$ cat config.mk
export PLATFORM = sky130hd
export DESIGN_NAME = screen_compositor
export DESIGN_NICKNAME = d
export VERILOG_FILES = /design/src/rtl/screen_compositor.sv
export SDC_FILE = /design/constraint.sdc
export NUM_CORES = 1
export LEC_CHECK = 0
export CELL_PAD_IN_SITES_DETAIL_PLACEMENT = 1
export CELL_PAD_IN_SITES_GLOBAL_PLACEMENT = 1
export CORE_MARGIN = 8
export CORE_UTILIZATION = 40
export CTS_BUF_LIST = sky130_fd_sc_hd__clkbuf_16
export DETAILED_ROUTE_END_ITERATION = 7
export DONT_BUFFER_PORTS = 1
export PLACE_DENSITY = 0.76
export RECOVER_POWER = 100
export REMOVE_ABC_BUFFERS = 1
export SYNTH_ARGS = -nofsm -noshare
export SYNTH_HDL_FRONTEND = slang
export SYNTH_SLANG_ARGS = --single-unit
$ cat constraint.sdc
create_clock -name clk -period 7.5 [get_ports clk]
set_input_delay 1.5 -clock clk [delete_from_list [all_inputs] [get_ports clk]]
set_output_delay 1.5 -clock clk [all_outputs]
set_load 0.005 [all_outputs]
$ cat src/rtl/screen_compositor.sv
// Per-LED screen compositor: picks the active screen layer and cross-fades from the
// previous screen over 2^FADE_LOG2 frames, through a 2-stage registered pixel pipeline.
module screen_compositor #(
  parameter int MAX_POS   = 109,
  parameter int N_SCREENS = 3,
  parameter int FADE_LOG2 = 3
) (
  input  logic                         clk,
  input  logic                         rst_n,
  input  logic [1:0]                   current_screen,
  input  logic                         frame_start,
  input  logic                         pix_valid,
  input  logic [$clog2(MAX_POS)-1:0]   pix_led,
  input  logic [N_SCREENS*24-1:0]      layer_rgb,
  output logic                         out_valid,
  output logic [$clog2(MAX_POS)-1:0]   out_led,
  output logic [7:0]                   led_green_intensity,
  output logic [7:0]                   led_red_intensity,
  output logic [7:0]                   led_blue_intensity,
  output logic                         fading
);

  localparam int LW = $clog2(MAX_POS);
  localparam int K  = 1 << FADE_LOG2;
  localparam int WW = (FADE_LOG2 > 0) ? FADE_LOG2 : 1;
  localparam int AW = FADE_LOG2 + 9;
  localparam logic [WW-1:0] LAST_STEP = WW'(K - 1);
  localparam logic [2:0]    NS        = 3'(N_SCREENS);

  // Weighted mix of new and old channel, truncated; the sum never exceeds 255*K.
  function automatic logic [7:0] blend(input logic [7:0]    nw,
                                       input logic [7:0]    od,
                                       input logic [WW-1:0] w);
    logic [AW-1:0] wn, wo, acc;
    wn  = AW'(w);
    wo  = AW'(K) - wn;
    acc = AW'(nw) * wn + AW'(od) * wo;
    return 8'(acc >> FADE_LOG2);
  endfunction

  logic [1:0]    r_active, r_prev;
  logic [WW-1:0] r_fade_step;
  logic          r_fading;
  logic          w_change;
  logic [23:0]   w_new, w_old;

  assign w_change = ({1'b0, current_screen} < NS) && (current_screen != r_active);
  assign w_new    = layer_rgb[int'(r_active)*24 +: 24];
  // Outside a fade the old operand is the new layer too, so the blend is exact.
  assign w_old    = r_fading ? layer_rgb[int'(r_prev)*24 +: 24] : w_new;

  always_ff @(posedge clk or negedge rst_n) begin
    if (!rst_n) begin
      r_active    <= '0;
      r_prev      <= '0;
      r_fade_step <= '0;
      r_fading    <= 1'b0;
    end else if (frame_start) begin
      if (w_change) begin
        r_prev   <= r_active;
        r_active <= current_screen;
        if (K > 1) begin
          r_fade_step <= WW'(1);
          r_fading    <= 1'b1;
        end
      end else if (r_fading) begin
        if (r_fade_step == LAST_STEP) begin
          r_fading    <= 1'b0;
          r_fade_step <= '0;
        end else begin
          r_fade_step <= r_fade_step + WW'(1);
        end
      end
    end
  end

  // Stage 1: layer select, weight and LED index capture
  logic [23:0]   r_new_p1, r_old_p1;
  logic [WW-1:0] r_w_p1;
  logic [LW-1:0] r_led_p1;
  logic          r_vld_p1;

  always_ff @(posedge clk) begin
    if (pix_valid) begin
      r_new_p1 <= w_new;
      r_old_p1 <= w_old;
      r_w_p1   <= r_fade_step;
      r_led_p1 <= pix_led;
    end
  end

  always_ff @(posedge clk or negedge rst_n) begin
    if (!rst_n) r_vld_p1 <= 1'b0;
    else        r_vld_p1 <= pix_valid;
  end

  // Stage 2: blended channels to the strip driver
  logic          r_vld_p2;
  logic [LW-1:0] r_led_p2;
  logic [7:0]    r_g_p2, r_r_p2, r_b_p2;

  always_ff @(posedge clk or negedge rst_n) begin
    if (!rst_n) begin
      r_vld_p2 <= 1'b0;
      r_led_p2 <= '0;
      r_g_p2   <= '0;
      r_r_p2   <= '0;
      r_b_p2   <= '0;
    end else begin
      r_vld_p2 <= r_vld_p1;
      if (r_vld_p1) begin
        r_led_p2 <= r_led_p1;
        r_g_p2   <= blend(r_new_p1[23:16], r_old_p1[23:16], r_w_p1);
        r_r_p2   <= blend(r_new_p1[15:8],  r_old_p1[15:8],  r_w_p1);
        r_b_p2   <= blend(r_new_p1[7:0],   r_old_p1[7:0],   r_w_p1);
      end
    end
  end

  assign out_valid           = r_vld_p2;
  assign out_led             = r_led_p2;
  assign led_green_intensity = r_g_p2;
  assign led_red_intensity   = r_r_p2;
  assign led_blue_intensity  = r_b_p2;
  assign fading              = r_fading;

endmodule
Word-level counts from Yosys, hierarchy flattened

Index checks and enable logic that the tools add are counted.
W data, S select, Z words.

Bits in registers: 99
Input port bits: 85
Output and inout port bits: 33

Add/subtract/negate cells: 5
$mul: 8
$lt $le $gt $ge: 1
Equality and inequality tests: 2
Shift-type cells: 2
Mux-type cells: 7
Reductions and logical operators: 4

Operators with widths:

| operator              | number |
|---|---|
| $shiftx A72 B8 Y24    | 2 |
| $add A11 B11 Y11      | 3 |
| $mul A8 B3 Y11        | 3 |
| $mul A8 B12 Y11       | 2 |
| $mux W24              | 1 |
| $mul A9 B5 Y11        | 1 |
| $mux W3               | 3 |
| $mul A2 B2 Y4 const B | 2 |
| $sub A4 B3 Y5 const A | 1 |
| $reduce_and A2 Y1     | 2 |
| $add A3 B1 Y3 const B | 1 |
| $eq A3 B3 Y1 const B  | 1 |
| $mux W1               | 3 |
| $lt A2 B2 Y1 const B  | 1 |
| $ne A2 B2 Y1          | 1 |
| $reduce_bool A2 Y1    | 1 |
| $logic_and A1 B1 Y1   | 1 |

Logic depth before layout (Yosys ltp)

Depth in word-level cells: 4
Gate-level depth with buffers: 22

Worst setup path before layout

OpenSTA, ideal clock, no wires.

Path type: reg-to-reg
Start: register r_w_p1[0]
End: register r_g_p2[7] (netlist: led_green_intensity[7])
Setup time: 0.082 ns
Arrival: 5.333 ns
Required time: 7.418 ns
Slack: 2.085 ns
Stages on the path, launching flop included: 22
Path buffers: 3
Path through: edfxtp_1 > buf_4 > clkbuf_1 > inv_1 > ha_1 > xnor2_1 > clkbuf_1 > nand2_1 > fa_1 > fa_1 > inv_1 > fa_1 > fa_1 > inv_1 > fa_1 > inv_1 > ha_1 > o21a_1 > o21ai_0 > a31oi_1 > or3_1 > a31oi_1

Longest elaborated chain between the ends: 3

Ends and longest elaborated chain:

| item                     | RTL line | source |
|---|---|---|
| start: declaration       | 79       | `logic [WW-1:0] r_w_p1;` |
| start signal: assignment | 87       | `r_w_p1 <= r_fade_step;` |
| $sub A4 B3 Y5            | 36       | `wo = AW'(K) - wn;` |
| $mul A8 B12 Y11          | 37       | `acc = AW'(nw) * wn + AW'(od) * wo;` |
| $add A11 B11 Y11 (*)     | 37       |  |
| end signal: assignment   | 113      | `r_g_p2 <= blend(r_new_p1[23:16], r_old_p1[23:16], r_w_p1);` |
| end: declaration         | 100      | `logic [7:0] r_g_p2, r_r_p2, r_b_p2;` |

Every way passes the cells marked *; elsewhere a longest branch is shown, timed or not.
A chain may end at the register's enable or synchronous reset.

Worst setup path in the final report

Start: register r_w_p1[1]
End: register r_r_p2[6] (netlist: led_red_intensity[6])

Longest elaborated chain between the ends: 3

Ends and longest elaborated chain:

| item                   | RTL line | source |
|---|---|---|
| $sub A4 B3 Y5          | 36       |  |
| $mul A8 B12 Y11        | 37       |  |
| $add A11 B11 Y11 (*)   | 37       |  |
| end signal: assignment | 114      | `r_r_p2 <= blend(r_new_p1[15:8], r_old_p1[15:8], r_w_p1);` |
| end: declaration       | 100      |  |

Marked as above.

==> results.cfg <==
[synthesis]
synthFlopType = edfxtp_1
synth_top_cell_area_share_pct = 20.2
syn_area_per_cell_um2 = 9.67
synth_edf_count = 58
yosysSeqAreaShare_pct = 28.0
syn-cell-area_um2 = 9900
synthCells = 1024
ys_seq_elements = 99
synth_top_area_cell = fa_1
ys_types = 44
synth_most_common_cell = inv_1
synthTopCellsByArea = fa_1 (20%), edfxtp_1 (18%), ha_1 (11%)
yosys-top-cells-count = inv_1 (166), and2_1 (115), fa_1 (100), nand2_1 (90), ha_1 (87)
synthArstFlopShare_pct = 41.4
ys_warn_count = 0

[worst_setup_path]
critPathArrivalTime_ns = 6.29
cp_cell_sequence = inv_1, ha_1, nand2_1, fa_1, inv_1, ha_1, fa_1, inv_1, fa_1, fa_1, inv_1, ha_1, nand2_1, o31a_1, o21ai_0, nand3_1, o311ai_0
critPathTopFamily = adder cells
path_class = reg -> reg
path_buf_inv = 4
cp_slowest_stage_delay_ns = 0.97
worstPathRequired_ns = 7.74
cp_max_fo = 26
startpoint_type = flop
cpMaxStageDelayCell = edfxtp_1
end_kind = flop

[clock_network]
ctsHtreeMaxLevel = 3
cts_num_sinks = 99
cts_root_buf = clkbuf_16
cts_buffer_depth = 2
tritoncts = yes
cts_resized = 0
cts_made_buffers = 9
clock_latency_ns = 0.37
postCtsHoldBufs = 0
post-cts-setup-buffers = 0
clk_pin_slew_worst_paths_ns = 0.08

[die]
core-area_um2 = 24300
rows = 57
start_util_pct = 40.7
die-area_um2 = 30000
ios = 118
fp.dieW_um = 173
die_h_um = 173

[sta]
slew_violations = 28
timing.hold.ws_ns = 0.477
max_freq_mhz = 165
finalCritPeriodShare_pct = 80.7
rsz0062_at_grt = false
hold_viol = 0
setup_tns_ns = 0
worstMarginPinSlew_ns = 1.87
fin_skew_ns = 0.0114
period_needed_ns = 6.05
max_slew_margin_pct = -24.7
finalSetupViolations = 0

[finish]
antenna_cells = 0
fill_cells = 2755
area_delta_synth_final_pct = 6.02
layout-drive-gt1-share_pct = 5.17
nets = 1273
design_area_um2 = 10500
fin_cells = 1330

[placement]
dp_hpwl_um = 19200
portBuffers = 0
dp.cells = 1314
place_congestion = 0.786
placed_area_um2 = 10200

[power]
p_total_uw = 4780
clkPwrFrac_pct = 10.8
p_sw_uw = 2230
p_leak_uw = 0.00489
p_per_area_nw_per_um2 = 456
sw_frac_of_total_pct = 46.6
worst_ir_drop_vdd_mv = 0.287
pwr-share-seq_pct = 19.2
intPower_uw = 2550
p_comb_share_pct = 70.0

[routing]
ant_nets = 0
routed_wl_um = 25300
dr_total_vias = 6932
via_per_inst = 5.21
wl_per_cell_um = 19.0
drc = 0
first_iter_violations = 258
drtPass1Iterations = 4

[status]
violations = capacitance limit, slew limit
status = complete, but fails checks

[grt]
grt_max_degree = 60
grt_pass1_vias = 7850
grt_first_pass_wirelength_um = 41200
antenna_found_initial = 0
gr-total-overflow = 0
gr-usage-all-layers_pct = 17.2

[min_path]
min_path_type = reg -> reg

[job]
max-cap-violations = 1
## power by group through the flow
stage	clock network, uW	registers, uW	logic [uW]
floorplan	0	879	2620
detailed placement	0	938	3370
global route	545	942	3850
CTS	529	928	3430
global placement	0	934	3190
finish	515	920	3350
## registers in the layout, summed over array words and instances (netlist names)
name	flops
r_vld_p1	1
led_red_intensity	8
led_green_intensity	8
out_led	7
r_w_p1	3
fading	1
r_old_p1	24
out_valid	1
r_led_p1	7
r_new_p1	24
r_fade_step	3
r_prev	2
r_active	2
led_blue_intensity	8
## cell type report
type | instances | area (um^2) | share of cell area (%)
Sequential cell | 99 | 2770 | 26.4
Inverter | 166 | 623 | 5.94
Clock inverter | 7 | 90.1 | 0.858
Tap cell | 324 | 405 | 3.86
Multi-Input combinational cell | 714 | 6310 | 60.1
Timing Repair Buffer | 11 | 71.3 | 0.680
Clock buffer | 9 | 225 | 2.15
## per-layer routing
layer	part of all wire (%)	routed length [um]	vias to the layer above	global-route usage (%)
met5	0	0	-	0
met4	2.5	624	0	5.53
met3	5.1	1300	26	3.64
met2	50	12600	121	30.2
met1	42	10700	3539	20.6
li1	-	-	3246	-
## cells in the final DEF, fill, tap and decap left out, types with 4 or more instances in the layout
cell type / netlist / layout
dfrtp_1: 41 / 39
a21oi_1: 61 / 61
nor3_1: 7 / 7
a31oi_1: 5 / 5
o21ai_0: 26 / 37
fa_1: 100 / 100
o21a_1: 11 / 11
nand3_1: 7 / 7
xnor2_1: 15 / 15
nor2b_1: 8 / 7
ha_1: 87 / 87
nand2_1: 90 / 90
o31ai_1: 4 / 4
inv_1: 166 / 166
edfxtp_1: 58 / 58
clkbuf_16: 0 / 9
buf_4: 2 / 8
mux2i_1: 48 / 48
and2_1: 115 / 113
mux2_2: 21 / 21
nor2_1: 61 / 61
xor2_1: 8 / 8
## cells by family (layout without fill, tap and decap cells)
| group | after synthesis | count (layout) | synth area share, % |
|---|---|---|---|
| buf+inv | 211 | 193 | 8.22 |
| mux | 69 | 69 | 7.24 |
| flops | 99 | 99 | 28.0 |
| fa+ha+maj | 187 | 187 | 31.2 |
| xor+xnor | 25 | 25 | 2.49 |
| compound gates | 136 | 136 | 8.00 |
| simple gates | 297 | 297 | 14.9 |
## worst paths after layout
| check | startpoint | endpoint | slack [ns] | cells after the start |
|---|---|---|---|---|
| max | r_w_p1[1] | led_red_intensity[6] | 1.45 | 17 |
| min | r_led_p1[3] | out_led[3] | 0.48 | 1 |
| max reg2reg | r_w_p1[1] | led_red_intensity[6] | 1.45 | 17 |
| min reg2reg | r_led_p1[3] | out_led[3] | 0.48 | 1 |
| max in group asynchronous | rst_n | r_vld_p1 | 6.57 | 0 |
| min in group asynchronous | rst_n | r_fade_step[0] | 0.83 | 0 |
## metrics by stage
step / setup slack [ns] / util (%)
detailed placement: 1.58 / 42.0
floorplan: 1.65 / -
CTS: 1.48 / 43.3
global placement: 1.68 / 42.0
finish: 1.45 / 43.2
global route: 1.01 / 43.2
Note: power is estimated with default switching activity, not from simulation.
